[src/rtl/watch_set_ctrl.sv]
// Watch time-set controller: shadows the running time, edits one digit at a time, commits via set_valid. Optional WATCH_SET_TIMEOUT_EN aborts idle edits.
// Latency: one cycle from a button pulse to the registered outputs; no backpressure, since every button pulse is consumed in the cycle it arrives.
module watch_set_ctrl #(
    parameter int BLINK_HALF    = 20,
    parameter int TIMEOUT_TICKS = 1000
) (
    input  logic       clk,
    input  logic       reset,
    input  logic       tick_100hz,
    input  logic       btn_mode,
    input  logic       btn_next,
    input  logic       btn_up,
    input  logic       btn_down,
    input  logic       sw_mode,
    input  logic [5:0] cur_sec,
    input  logic [5:0] cur_min,
    input  logic [4:0] cur_hour,
    output logic       edit_en,
    output logic [1:0] i_num,
    output logic [5:0] tick_cnt,
    output logic       set_valid,
    output logic [5:0] set_sec,
    output logic [5:0] set_min,
    output logic [4:0] set_hour
);

    typedef enum logic [1:0] {IDLE, EDIT, COMMIT} state_t;

    localparam logic [5:0] TICK_MAX = 6'(2 * BLINK_HALF - 1);

    // The inactivity counter is 10 bits wide, so larger limits cannot be reached.
    if (TIMEOUT_TICKS > 1023 || TIMEOUT_TICKS < 1) begin : g_timeout_out_of_range
    end

    state_t     state_q, state_d;
    logic       edit_en_q, edit_en_d;
    logic [1:0] i_num_q, i_num_d;
    logic [5:0] tick_cnt_q, tick_cnt_d;
    logic       set_valid_q, set_valid_d;
    logic [5:0] set_sec_q, set_sec_d;
    logic [5:0] set_min_q, set_min_d;
    logic [4:0] set_hour_q, set_hour_d;
    logic       sw_mode_q, sw_mode_d;
    logic [6:0] step_res;
`ifdef WATCH_SET_TIMEOUT_EN
    localparam logic [9:0] TO_LAST = 10'(TIMEOUT_TICKS - 1);
    logic [9:0] to_cnt_q, to_cnt_d;
`endif

    function automatic logic [6:0] wrap_step(input logic [6:0] val, input logic [6:0] step,
                                             input logic [6:0] range, input logic up);
        logic [6:0] r;
        if (up) begin
            r = val + step;
            if (r >= range) r = r - range;
        end else if (val >= step) begin
            r = val - step;
        end else begin
            r = val + range - step;
        end
        return r;
    endfunction

    always_comb begin
        state_d    = state_q;
        i_num_d    = i_num_q;
        tick_cnt_d = tick_cnt_q;
        set_sec_d  = set_sec_q;
        set_min_d  = set_min_q;
        set_hour_d = set_hour_q;
        sw_mode_d  = sw_mode;
        step_res   = 7'd0;
`ifdef WATCH_SET_TIMEOUT_EN
        to_cnt_d   = 10'd0;
`endif

        case (state_q)
            IDLE: begin
                if (btn_mode) begin
                    set_sec_d  = cur_sec;
                    set_min_d  = cur_min;
                    set_hour_d = cur_hour;
                    i_num_d    = sw_mode ? 2'd0 : 2'd2;
                    state_d    = EDIT;
                end
            end
            EDIT: begin
                if (tick_100hz)
                    tick_cnt_d = (tick_cnt_q == TICK_MAX) ? 6'd0 : tick_cnt_q + 6'd1;
                if (btn_up || btn_down)
                    tick_cnt_d = 6'd0;

                if (btn_mode) begin
                    state_d = COMMIT;
                end else if (sw_mode != sw_mode_q) begin
                    // A view switch re-targets the cursor; edits in that cycle are dropped.
                    i_num_d = sw_mode ? 2'd0 : 2'd2;
                end else if (btn_next) begin
                    if (sw_mode) i_num_d = i_num_q + 2'd1;
                    else         i_num_d = (i_num_q == 2'd2) ? 2'd3 : 2'd2;
                end else if (btn_up ^ btn_down) begin
                    if (sw_mode) begin
                        case (i_num_q)
                            2'd0: begin
                                step_res  = wrap_step({1'b0, set_min_q}, 7'd1, 7'd60, btn_up);
                                set_min_d = step_res[5:0];
                            end
                            2'd1: begin
                                step_res  = wrap_step({1'b0, set_min_q}, 7'd10, 7'd60, btn_up);
                                set_min_d = step_res[5:0];
                            end
                            2'd2: begin
                                step_res   = wrap_step({2'b00, set_hour_q}, 7'd1, 7'd24, btn_up);
                                set_hour_d = step_res[4:0];
                            end
                            default: begin
                                step_res   = wrap_step({2'b00, set_hour_q}, 7'd10, 7'd24, btn_up);
                                set_hour_d = step_res[4:0];
                            end
                        endcase
                    end else if (i_num_q == 2'd2) begin
                        step_res  = wrap_step({1'b0, set_sec_q}, 7'd1, 7'd60, btn_up);
                        set_sec_d = step_res[5:0];
                    end else if (i_num_q == 2'd3) begin
                        step_res  = wrap_step({1'b0, set_sec_q}, 7'd10, 7'd60, btn_up);
                        set_sec_d = step_res[5:0];
                    end
                end

`ifdef WATCH_SET_TIMEOUT_EN
                if (btn_mode || btn_next || btn_up || btn_down) begin
                    to_cnt_d = 10'd0;
                end else if (tick_100hz) begin
                    if (to_cnt_q == TO_LAST) state_d = IDLE;
                    else                     to_cnt_d = to_cnt_q + 10'd1;
                end else begin
                    to_cnt_d = to_cnt_q;
                end
`endif
            end
            COMMIT: begin
                state_d = IDLE;
            end
            default: begin
                state_d = IDLE;
            end
        endcase

        if (state_d != EDIT)
            tick_cnt_d = 6'd0;
        edit_en_d   = (state_d == EDIT);
        set_valid_d = (state_d == COMMIT);
    end

    always_ff @(posedge clk) begin
        if (reset) begin
            state_q     <= IDLE;
            edit_en_q   <= 1'b0;
            i_num_q     <= 2'd0;
            tick_cnt_q  <= 6'd0;
            set_valid_q <= 1'b0;
            set_sec_q   <= 6'd0;
            set_min_q   <= 6'd0;
            set_hour_q  <= 5'd0;
            sw_mode_q   <= 1'b0;
`ifdef WATCH_SET_TIMEOUT_EN
            to_cnt_q    <= 10'd0;
`endif
        end else begin
            state_q     <= state_d;
            edit_en_q   <= edit_en_d;
            i_num_q     <= i_num_d;
            tick_cnt_q  <= tick_cnt_d;
            set_valid_q <= set_valid_d;
            set_sec_q   <= set_sec_d;
            set_min_q   <= set_min_d;
            set_hour_q  <= set_hour_d;
            sw_mode_q   <= sw_mode_d;
`ifdef WATCH_SET_TIMEOUT_EN
            to_cnt_q    <= to_cnt_d;
`endif
        end
    end

    assign edit_en   = edit_en_q;
    assign i_num     = i_num_q;
    assign tick_cnt  = tick_cnt_q;
    assign set_valid = set_valid_q;
    assign set_sec   = set_sec_q;
    assign set_min   = set_min_q;
    assign set_hour  = set_hour_q;

endmodule

[config.mk]
export PLATFORM = sky130hd
export DESIGN_NAME = watch_set_ctrl
export DESIGN_NICKNAME = d
export VERILOG_FILES = /design/src/rtl/watch_set_ctrl.sv
export SDC_FILE = /design/constraint.sdc
export NUM_CORES = 1
export LEC_CHECK = 0
export BUFFER_PORTS_ARGS = -buffer_cell sky130_fd_sc_hd__buf_2
export CAP_MARGIN = 10
export CORE_MARGIN = 2
export CORE_UTILIZATION = 50
export DETAILED_ROUTE_END_ITERATION = 12
export PLACE_DENSITY = 0.68
export SKIP_CTS_REPAIR_TIMING = 1
export SYNTH_ARGS = -nofsm -noshare
export SYNTH_HDL_FRONTEND = slang
export SYNTH_SLANG_ARGS = --single-unit
[constraint.sdc]
create_clock -name clk -period 3.84 [get_ports clk]
set_clock_uncertainty 0.1 [all_clocks]
set_input_delay 0.768 -clock clk [delete_from_list [all_inputs] [get_ports clk]]
set_output_delay 0.768 -clock clk [all_outputs]
set_load 0.02 [all_outputs]
==> results of run 1 <==
-- stage by stage --
step / util (%) / std cells / hold slack [ns] / total power, uW / cell area, sq um
6_report: 55.58 / 753 / 0.3952 / 1388 / 4823
5_1_grt: 55.58 / 753 / 0.4178 / 1489 / 4823
4_1_cts: 55.58 / 753 / 0.4041 / 1385 / 4823
3_5_place_dp: 54.48 / 745 / 0.3872 / 1098 / 4728
3_3_place_gp: 54.48 / 745 / 0.3777 / 1082 / 4728
2_1_floorplan: - / 616 / 0.3908 / 931.6 / 4446
-- registers in the layout, summed over array words and instances, names as in the netlist --
name	count
state_q	2
set_hour	5
set_min	6
edit_en	1
i_num	2
set_valid	1
set_sec	6
sw_mode_q	1
tick_cnt	6
-- worst min-delay path by stage --
stage / start / to / slack (ns) / depth (start not counted)
6_report: tick_cnt[1] / tick_cnt[1] / 0.40 / 2
5_1_grt: tick_cnt[1] / tick_cnt[1] / 0.42 / 2
4_1_cts: tick_cnt[1] / tick_cnt[1] / 0.40 / 2
3_5_place_dp: tick_cnt[1] / tick_cnt[1] / 0.39 / 2
3_3_place_gp: tick_cnt[1] / tick_cnt[1] / 0.38 / 2
2_1_floorplan: sw_mode_q / i_num[1] / 0.39 / 2
-- power groups by stage --
stage	logic (uW)	registers (uW)	clock network (uW)
after floorplan	538	394	0
after global placement	675	407	0
after detailed placement	689	409	0
after CTS	694	402	289
after global routing	781	410	298
final	703	404	282
-- final cells by class --
cell class	instances	area, sq um	share of cell area [%]
Multi-Input combinational cell	515	3546	73.51
Timing Repair Buffer	61	330.3	6.848
Inverter	31	116.4	2.412
Clock buffer	6	82.58	1.712
Clock inverter	2	12.51	0.2594
Tap cell	108	135.1	2.802
Sequential cell	30	600.6	12.45
-- worst max-delay path: stages, from the launching register on --
cell,delay [ns]
dfxtp_1,0.70
ha_1,0.28
nand2_1,0.07
xnor2_1,0.16
inv_1,0.13
ha_1,0.23
mux2i_1,0.09
a211oi_1,0.47
a21oi_1,0.12
a2111oi_0,0.58
o31a_1,0.18
-- placed cells by master (no fill, tap or decap), types with 4 or more instances in the layout --
cell type and count:
and3_1 5, a2111oi_0 4, a21o_1 4, nor4_1 4, o211ai_1 8, nor2_1 61
xor2_1 13, and2_1 6, o21bai_1 6, dfxtp_1 30, a31oi_1 7, nor2b_1 11
nand2b_1 12, o21ai_0 38, nand3_1 13, xnor2_1 27, a211oi_1 10, inv_1 31
a211o_1 6, buf_2 51, clkbuf_8 6, mux2i_1 13, nor3_1 14, nand2_1 56
ha_1 50, a311oi_1 9, buf_4 10, nand4_1 7, a21oi_1 50, or3_1 5
a22oi_1 6
-- routing by layer --
metal  up-vias  part of all wire, %  track usage, %
li1       2295                    -               -
met1      2190                   47           36.78
met2       175                   45           41.18
met3        23                  6.1           3.722
met4         0                  1.8           6.849
met5         -                    0               0
-- kinds of logic after synthesis --
group                      share of synthesized area, %
adders and majority gates                         14.07
xor gates and xnor gates                          7.881
AOI/OAI and AO/OA                                 30.00
DFF                                               13.51
muxes                                             4.193
buffers and inverters                             6.783
and+or+nand+nor                                   23.56
==> impl_metrics.toml, run 1 <==
[outcome]
status = "finished clean"

[detailed_routing]
wirelength_um = 12690
firstDrtPassIters = 5
ant_nets = 0
routedWlPerCell_um = 16.85
vias_per_cell = 6.219
via_count = 4683
drc = 0
drtIter0Drc = 266

[setup_path]
worst-path-max-fanout = 16
cp.arrival_ns = 3.32
ff2ff_setup_slack_ns = 0.66
cp.required_ns = 3.98
rr_worst_depth = 10
reg2reg_from = "set_min[2]"
worstSetupStartpointType = "register"
path_class = "register to register"
rr_endpoint = "set_min[3]"
critPathCaptureType = "register"
crit_start = "set_min[2]"
cp-endpoint = "set_min[3]"

[pwr]
swShare_pct = 44.97
p_seq_share_pct = 29.1
vdd_drop_max_v = 0.0001724
p_leak_uw = 0.002010
power_frac_clock_pct = 20.3
switchingPower_uw = 624.3
power.internal_uw = 763.9
p_comb_share_pct = 50.6
power_density_nw_per_um2 = 287.8

[yosys]
seq_area_frac_synth_pct = 13.51
syn_nets = 691
yosys-top-cells-area = "ha_1 (14%), dfxtp_1 (14%), a21oi_1 (5.6%)"
ys_types = 75
synth_edf_count = 0
yosys-top-cells-count = "nor2_1 (61), nand2_1 (56), a21oi_1 (50), ha_1 (50), o21ai_0 (38)"
yosysTopAreaCell = "ha_1"
synth_seq_cells = 30
synth_top_area_share_pct = 14.07
ys_async_sr_fraction_pct = 0
syn-cell-area_sq_um = 4446
yosysMostFrequentCell = "nor2_1"
syn_avg_cell_area_sq_um = 7.217
yosys_warnings = 0
synth_cells = 616
synth_flop_cell = "dfxtp_1"

[cells_and_area]
antenna_cells = 0
fillers = 874
layout-drive-gt1-share_pct = 13.18
nets = 719
syn_to_final_growth_pct = 8.500

[global_routing]
antenna_found_initial = 0
globalRoute.totalOverflow = 0
grt_start_max_net_pins = 34
grt_usage_pct = 25.90
grt_pass1_wl_um = 21000
first_global_vias = 4291

[sta]
tightest_slew_ns = 0.8987
drv_slew = 0
fmax_mhz = 314.6
finalCritPeriodShare_pct = 82.77
finalHoldViolCount = 0
slew_headroom_pct = 40.00
rsz0062_at_grt = "no"
setup_ws_ns = 0.6615
fin_setup_tns_ns = 0
fin_crit_ns = 3.179
setup-violations-final = 0

[clocking]
root_buffer = "clkbuf_8"
htreeDepth = 2
cts_buffers = 5
clkSinkCount = 30
clkTransAtPathRegs_ns = 0.07
cts_tree = "yes"
clockBufferDepth = 2
clock_latency_ns = 0.29

[floorplan]
dieHeight_um = 98.29
io_pins = 52
die_w_um = 98.29
core_area_sq_um = 8678
die_area_sq_um = 9661
row_count = 34
start_util_pct = 51.23

[placed_design]
routabilityCongestion = 0.8772
pre_cts_ws_ns = 0.7176
dp_hpwl_um = 9143
port_buffers = 51

[run]
drv_cap = 0

[hold_path]
hold_class = "register to register"
No activity file was read; power rests on OpenSTA's default activity.
==> inputs of run 2 (changes only) <==
--- a/config.mk
+++ b/config.mk
@@ -5,6 +5,7 @@
 export SDC_FILE = /design/constraint.sdc
 export NUM_CORES = 1
 export LEC_CHECK = 0
+export ABC_AREA = 1
 export BUFFER_PORTS_ARGS = -buffer_cell sky130_fd_sc_hd__buf_2
 export CAP_MARGIN = 10
 export CORE_MARGIN = 2
==> constraint.sdc (replaced) <==
create_clock -name clk -period 3.15 [get_ports clk]
set_clock_uncertainty 0.1 [all_clocks]
set_input_delay 0.63 -clock clk [delete_from_list [all_inputs] [get_ports clk]]
set_output_delay 0.63 -clock clk [all_outputs]
set_load 0.02 [all_outputs]
==> run 2 against run 1 <==
  * Setup slack improved by 0.024 ns
  * Die area decreased by 7.7%
  * Sequential cell count unchanged
  * Critical path depth increased by 5
  * Global-route usage increased by 0.76 points
  * Final cell count increased by 7.2%
  * Clock power increased by 44%
  * Combinational power increased by 71%
  * Count of clock-buffer cells in the layout unchanged
  * Via count decreased by 5.1%
  * Routed wire length decreased by 10%
  * Non-clock buffer count decreased by 2
  * Critical path type unchanged
  * Largest cell class unchanged
  * Largest power group unchanged
==> impl_metrics.toml, run 2 <==
[sta]
slew_headroom_pct = 63.27
setup-violations-final = 0
fin_setup_tns_ns = 0
rsz0062_at_grt = "no"
finalHoldViolCount = 0
fin_crit_ns = 2.465
drv_slew = 0
setup_ws_ns = 0.6853
fmax_mhz = 405.7
tightest_slew_ns = 0.5441
finalCritPeriodShare_pct = 78.24

[clocking]
cts_tree = "yes"
root_buffer = "clkbuf_8"
clkTransAtPathRegs_ns = 0.07
clock_latency_ns = 0.29
clkSinkCount = 30
cts_buffers = 5
htreeDepth = 2
clockBufferDepth = 2

[yosys]
synth_seq_cells = 30
syn_avg_cell_area_sq_um = 6.239
yosysMostFrequentCell = "nand2_1"
yosys-top-cells-count = "nand2_1 (154), inv_1 (71), nand3_1 (58)"
synth_flop_cell = "dfxtp_1"
seq_area_frac_synth_pct = 14.70
syn-cell-area_sq_um = 4086
synth_cells = 655
ys_async_sr_fraction_pct = 0
synth_top_area_share_pct = 15.31
yosys_warnings = 0
yosysTopAreaCell = "ha_1"
yosys-top-cells-area = "ha_1 (15%), dfxtp_1 (15%), nand2_1 (14%)"
ys_types = 49
syn_nets = 730
synth_edf_count = 0

[run]
drv_cap = 0

[detailed_routing]
ant_nets = 0
wirelength_um = 11400
firstDrtPassIters = 5
vias_per_cell = 5.507
drc = 0
routedWlPerCell_um = 14.13
via_count = 4444
drtIter0Drc = 326

[pwr]
p_leak_uw = 0.002338
vdd_drop_max_v = 0.0002632
power_density_nw_per_um2 = 467.2

[global_routing]
globalRoute.totalOverflow = 0
grt_pass1_wl_um = 19310
grt_usage_pct = 26.66
grt_start_max_net_pins = 27
first_global_vias = 4180
antenna_found_initial = 0

[placed_design]
port_buffers = 51
dp_hpwl_um = 8693
routabilityCongestion = 0.9010
pre_cts_ws_ns = 0.6898

[cells_and_area]
syn_to_final_growth_pct = 11.11
layout-drive-gt1-share_pct = 16.03
antenna_cells = 0
post-route-util_pct = 58.16
final_cell_mix = "nand2_1 (154), inv_1 (71), nand3_1 (58)"
nets = 780
mostFrequentLayoutCell = "nand2_1"

[setup_path]
cp.arrival_ns = 2.56
cp.required_ns = 3.24
rr_worst_depth = 15
path_class = "register to register"
cp-endpoint = "set_sec[4]"
worst-path-max-fanout = 11
crit_start = "set_sec[2]"
critPathCaptureType = "register"
reg2reg_from = "set_sec[2]"
worstSetupStartpointType = "register"
ff2ff_setup_slack_ns = 0.69
rr_endpoint = "set_sec[4]"

[floorplan]
io_pins = 52
core_area_sq_um = 7807
row_count = 32
die_w_um = 94.41
start_util_pct = 52.34
dieHeight_um = 94.41
die_area_sq_um = 8912

[hold_path]
hold_class = "register to register"

[outcome]
status = "finished clean"
[run 2: power breakdown]
part	switching (uW)	total (uW)	internal [uW]
Sequential	96.0	515	419
Clock	152	405	253
Combinational	767	1200	435
Total	1010	2120	1110
[run 2: stage by stage]
| stage | cell area, sq um | instances | hold WS (ns) | total power (uW) |
|---|---|---|---|---|
| final | 4541 | 807 | 0.4136 | 2121 |
| after global routing | 4541 | 807 | 0.4504 | 2313 |
| after CTS | 4541 | 807 | 0.4146 | 2114 |
| after detailed placement | 4428 | 800 | 0.4044 | 1705 |
| after global placement | 4428 | 800 | 0.3866 | 1687 |
| after floorplan | 4086 | 655 | 0.4641 | 1425 |
[run 2: per-layer routing]
layer	up-vias	share of wire, %	GRT usage, %
met5	-	0	0
met4	0	1.1	5.072
met3	14	5.6	2.713
met2	133	47	45.83
met1	2052	46	36.47
li1	2245	-	-
[run 2: kinds of logic after synthesis]
| kind of cell | after synthesis | share of synthesized area [%] |
|---|---|---|
| and+or+nand+nor | 314 | 35.03 |
| AOI/OAI and AO/OA | 126 | 16.90 |
| buffers and inverters | 102 | 10.59 |
| adders and majority gates | 50 | 15.31 |
| xor gates and xnor gates | 32 | 7.226 |
| DFF | 30 | 14.70 |
| muxes | 1 | 0.2450 |
[run 2: layout make-up]
type	instances	area, sq um
fillers	784	3267
multi-input cells	523	3053
repair buffers	59	315.3
clock buffers	6	82.58
well taps	102	127.6
clock inverters	1	30.03
flip-flops and latches	30	600.6
inverters	86	331.6
[run 2: worst min path at each step]
stage	startpoint	end	slack [ns]	depth (start not counted)
final	tick_cnt[1]	tick_cnt[1]	0.41	2
after global routing	tick_cnt[1]	tick_cnt[1]	0.45	2
after CTS	tick_cnt[1]	tick_cnt[1]	0.41	2
after detailed placement	tick_cnt[1]	tick_cnt[1]	0.40	2
after global placement	tick_cnt[1]	tick_cnt[1]	0.39	2
after floorplan	tick_cnt[1]	tick_cnt[1]	0.46	2
[run 2: critical path, stage by stage (launching register included)]
cell and delay (ns):
dfxtp_1 0.63, inv_1 0.26, ha_1 0.39, ha_1 0.24, nand2_1 0.13, nor2_4 0.05, nand2_2 0.08, nand3_2 0.07
nand2_1 0.06, nand2_1 0.04, nand2_1 0.05, nand2_1 0.05, nand2_1 0.06, nand3_1 0.07, nand2_1 0.06, inv_1 0.03
==> inputs of run 3 (changes only) <==
==> constraint.sdc (replaced) <==
create_clock -name clk -period 2.5 [get_ports clk]
set_clock_uncertainty 0.1 [all_clocks]
set_input_delay 0.5 -clock clk [delete_from_list [all_inputs] [get_ports clk]]
set_output_delay 0.5 -clock clk [all_outputs]
set_load 0.02 [all_outputs]
==> run 3 against run 2 <==
  * Final cell count rose by 1.5%
  * Sequential cell count unchanged
  * Total power increased by 24%
  * Critical path depth down 3
  * Routed wire length fell by 0.97%
  * Utilization rose by 0.90 points
  * Non-clock buffer count increased by 11
  * Setup slack worse by 0.45 ns
  * Cell area up 1.5%
  * Sequential power increased by 22%
  * Global-route usage is 0.11 points lower
  * Combinational power rose by 31%
==> impl_metrics.toml, run 3 (synthesis gave the netlist of run 2 again) <==
[cells_and_area]
final_cell_mix = "nand2_1 (154), inv_1 (71), nand3_1 (58)"
fillers = 767
antenna_cells = 0
syn_to_final_growth_pct = 12.83
mostFrequentLayoutCell = "nand2_1"
nets = 791
layout-drive-gt1-share_pct = 17.85
design_area_sq_um = 4611
stdcell_count = 819

[pwr]
p_leak_uw = 0.002383
vdd_drop_max_v = 0.0003216
power_density_nw_per_um2 = 569.6

[setup_path]
worst-path-max-fanout = 11
critPathCaptureType = "register"
cp.required_ns = 2.60
worstSetupStartpointType = "register"
cp.arrival_ns = 2.37
path_class = "register to register"

[global_routing]
grt_start_max_net_pins = 27
grt_usage_pct = 26.55
grt_pass1_wl_um = 19110
first_global_vias = 4103
globalRoute.totalOverflow = 0
antenna_found_initial = 0

[clocking]
cts_tree = "yes"
root_buffer = "clkbuf_8"
htreeDepth = 2
cts_buffers = 5
clkTransAtPathRegs_ns = 0.07
clock_latency_ns = 0.29
clockBufferDepth = 2
clkSinkCount = 30

[sta]
rsz0062_at_grt = "no"
fmax_mhz = 440.8
setup-violations-final = 0
drv_slew = 0
tightest_slew_ns = 0.4341
fin_setup_tns_ns = 0
fin_crit_ns = 2.269
finalHoldViolCount = 0
finalCritPeriodShare_pct = 90.75
slew_headroom_pct = 71.06

[floorplan]
die_area_sq_um = 8912
start_util_pct = 52.34
core_area_sq_um = 7807
row_count = 32
dieHeight_um = 94.41
io_pins = 52
die_w_um = 94.41

[detailed_routing]
vias_per_cell = 5.363
wirelength_um = 11290
drtIter0Drc = 309
drc = 0
ant_nets = 0
routedWlPerCell_um = 13.78
via_count = 4392
firstDrtPassIters = 5

[placed_design]
routabilityCongestion = 0.9061
placed_area_sq_um = 4511
port_buffers = 51
dp_hpwl_um = 8728
dpl.cell_count = 811

[hold_path]
hold_class = "register to register"

[outcome]
status = "finished clean"

[run]
drv_cap = 0
run 3: area by class of cell:
type | instances | area [sq um] | area share (%)
timing repair buffer | 70 | 397.9 | 8.630
multi-input combinational | 523 | 3055 | 66.27
tap | 102 | 127.6 | 2.768
clock buffer | 6 | 82.58 | 1.791
inverter | 86 | 331.6 | 7.191
clock inverter | 2 | 12.51 | 0.2714
sequential | 30 | 603.1 | 13.08
run 3: worst paths after layout:
check             slack [ns]         from  cells past startpoint           to
setup / recovery        0.23   set_sec[1]                     12   set_sec[3]
hold / removal          0.40  tick_cnt[1]                      2  tick_cnt[1]
setup reg to reg        0.23   set_sec[1]                     12   set_sec[3]
hold reg to reg         0.40  tick_cnt[1]                      2  tick_cnt[1]
run 3: where the power goes:
part	leakage, uW	internal (uW)	switching [uW]
registers	0.000247	529	99.3
logic	0.00209	579	993
clock network	0.0000472	221	205
total	0.00238	1330	1300
run 3: routing by layer:
metal	vias up	track usage (%)	share of wire, %
met2	147	42.98	45
met1	1972	37.26	47
met5	-	0	0
met4	0	6.522	1.2
met3	17	3.751	6.5
li1	2256	-	-
run 3: critical path, cell delays in order (launching register included):
cell and delay, ns:
dfxtp_2 0.47, ha_2 0.30, xor2_2 0.24, ha_1 0.23
nand3_1 0.10, nand2_2 0.08, nand2_2 0.07, nand2_2 0.09
o21ai_0 0.13, o21bai_1 0.18, nand3_1 0.09, nand2_1 0.06
inv_1 0.03
run 3: per-stage QoR:
stage | power (uW) | hold WS [ns] | setup WS, ns | util, %
final | 2626 | 0.4016 | 0.2313 | 59.05
after global routing | 2876 | 0.4036 | 0.001568 | 59.05
after CTS | 2618 | 0.4021 | 0.04254 | 58.99
after detailed placement | 2184 | 0.3928 | 0.1065 | 57.77
after global placement | 2168 | 0.3891 | 0.1319 | 57.77
after floorplan | 1796 | 0.4641 | 0.1690 | -
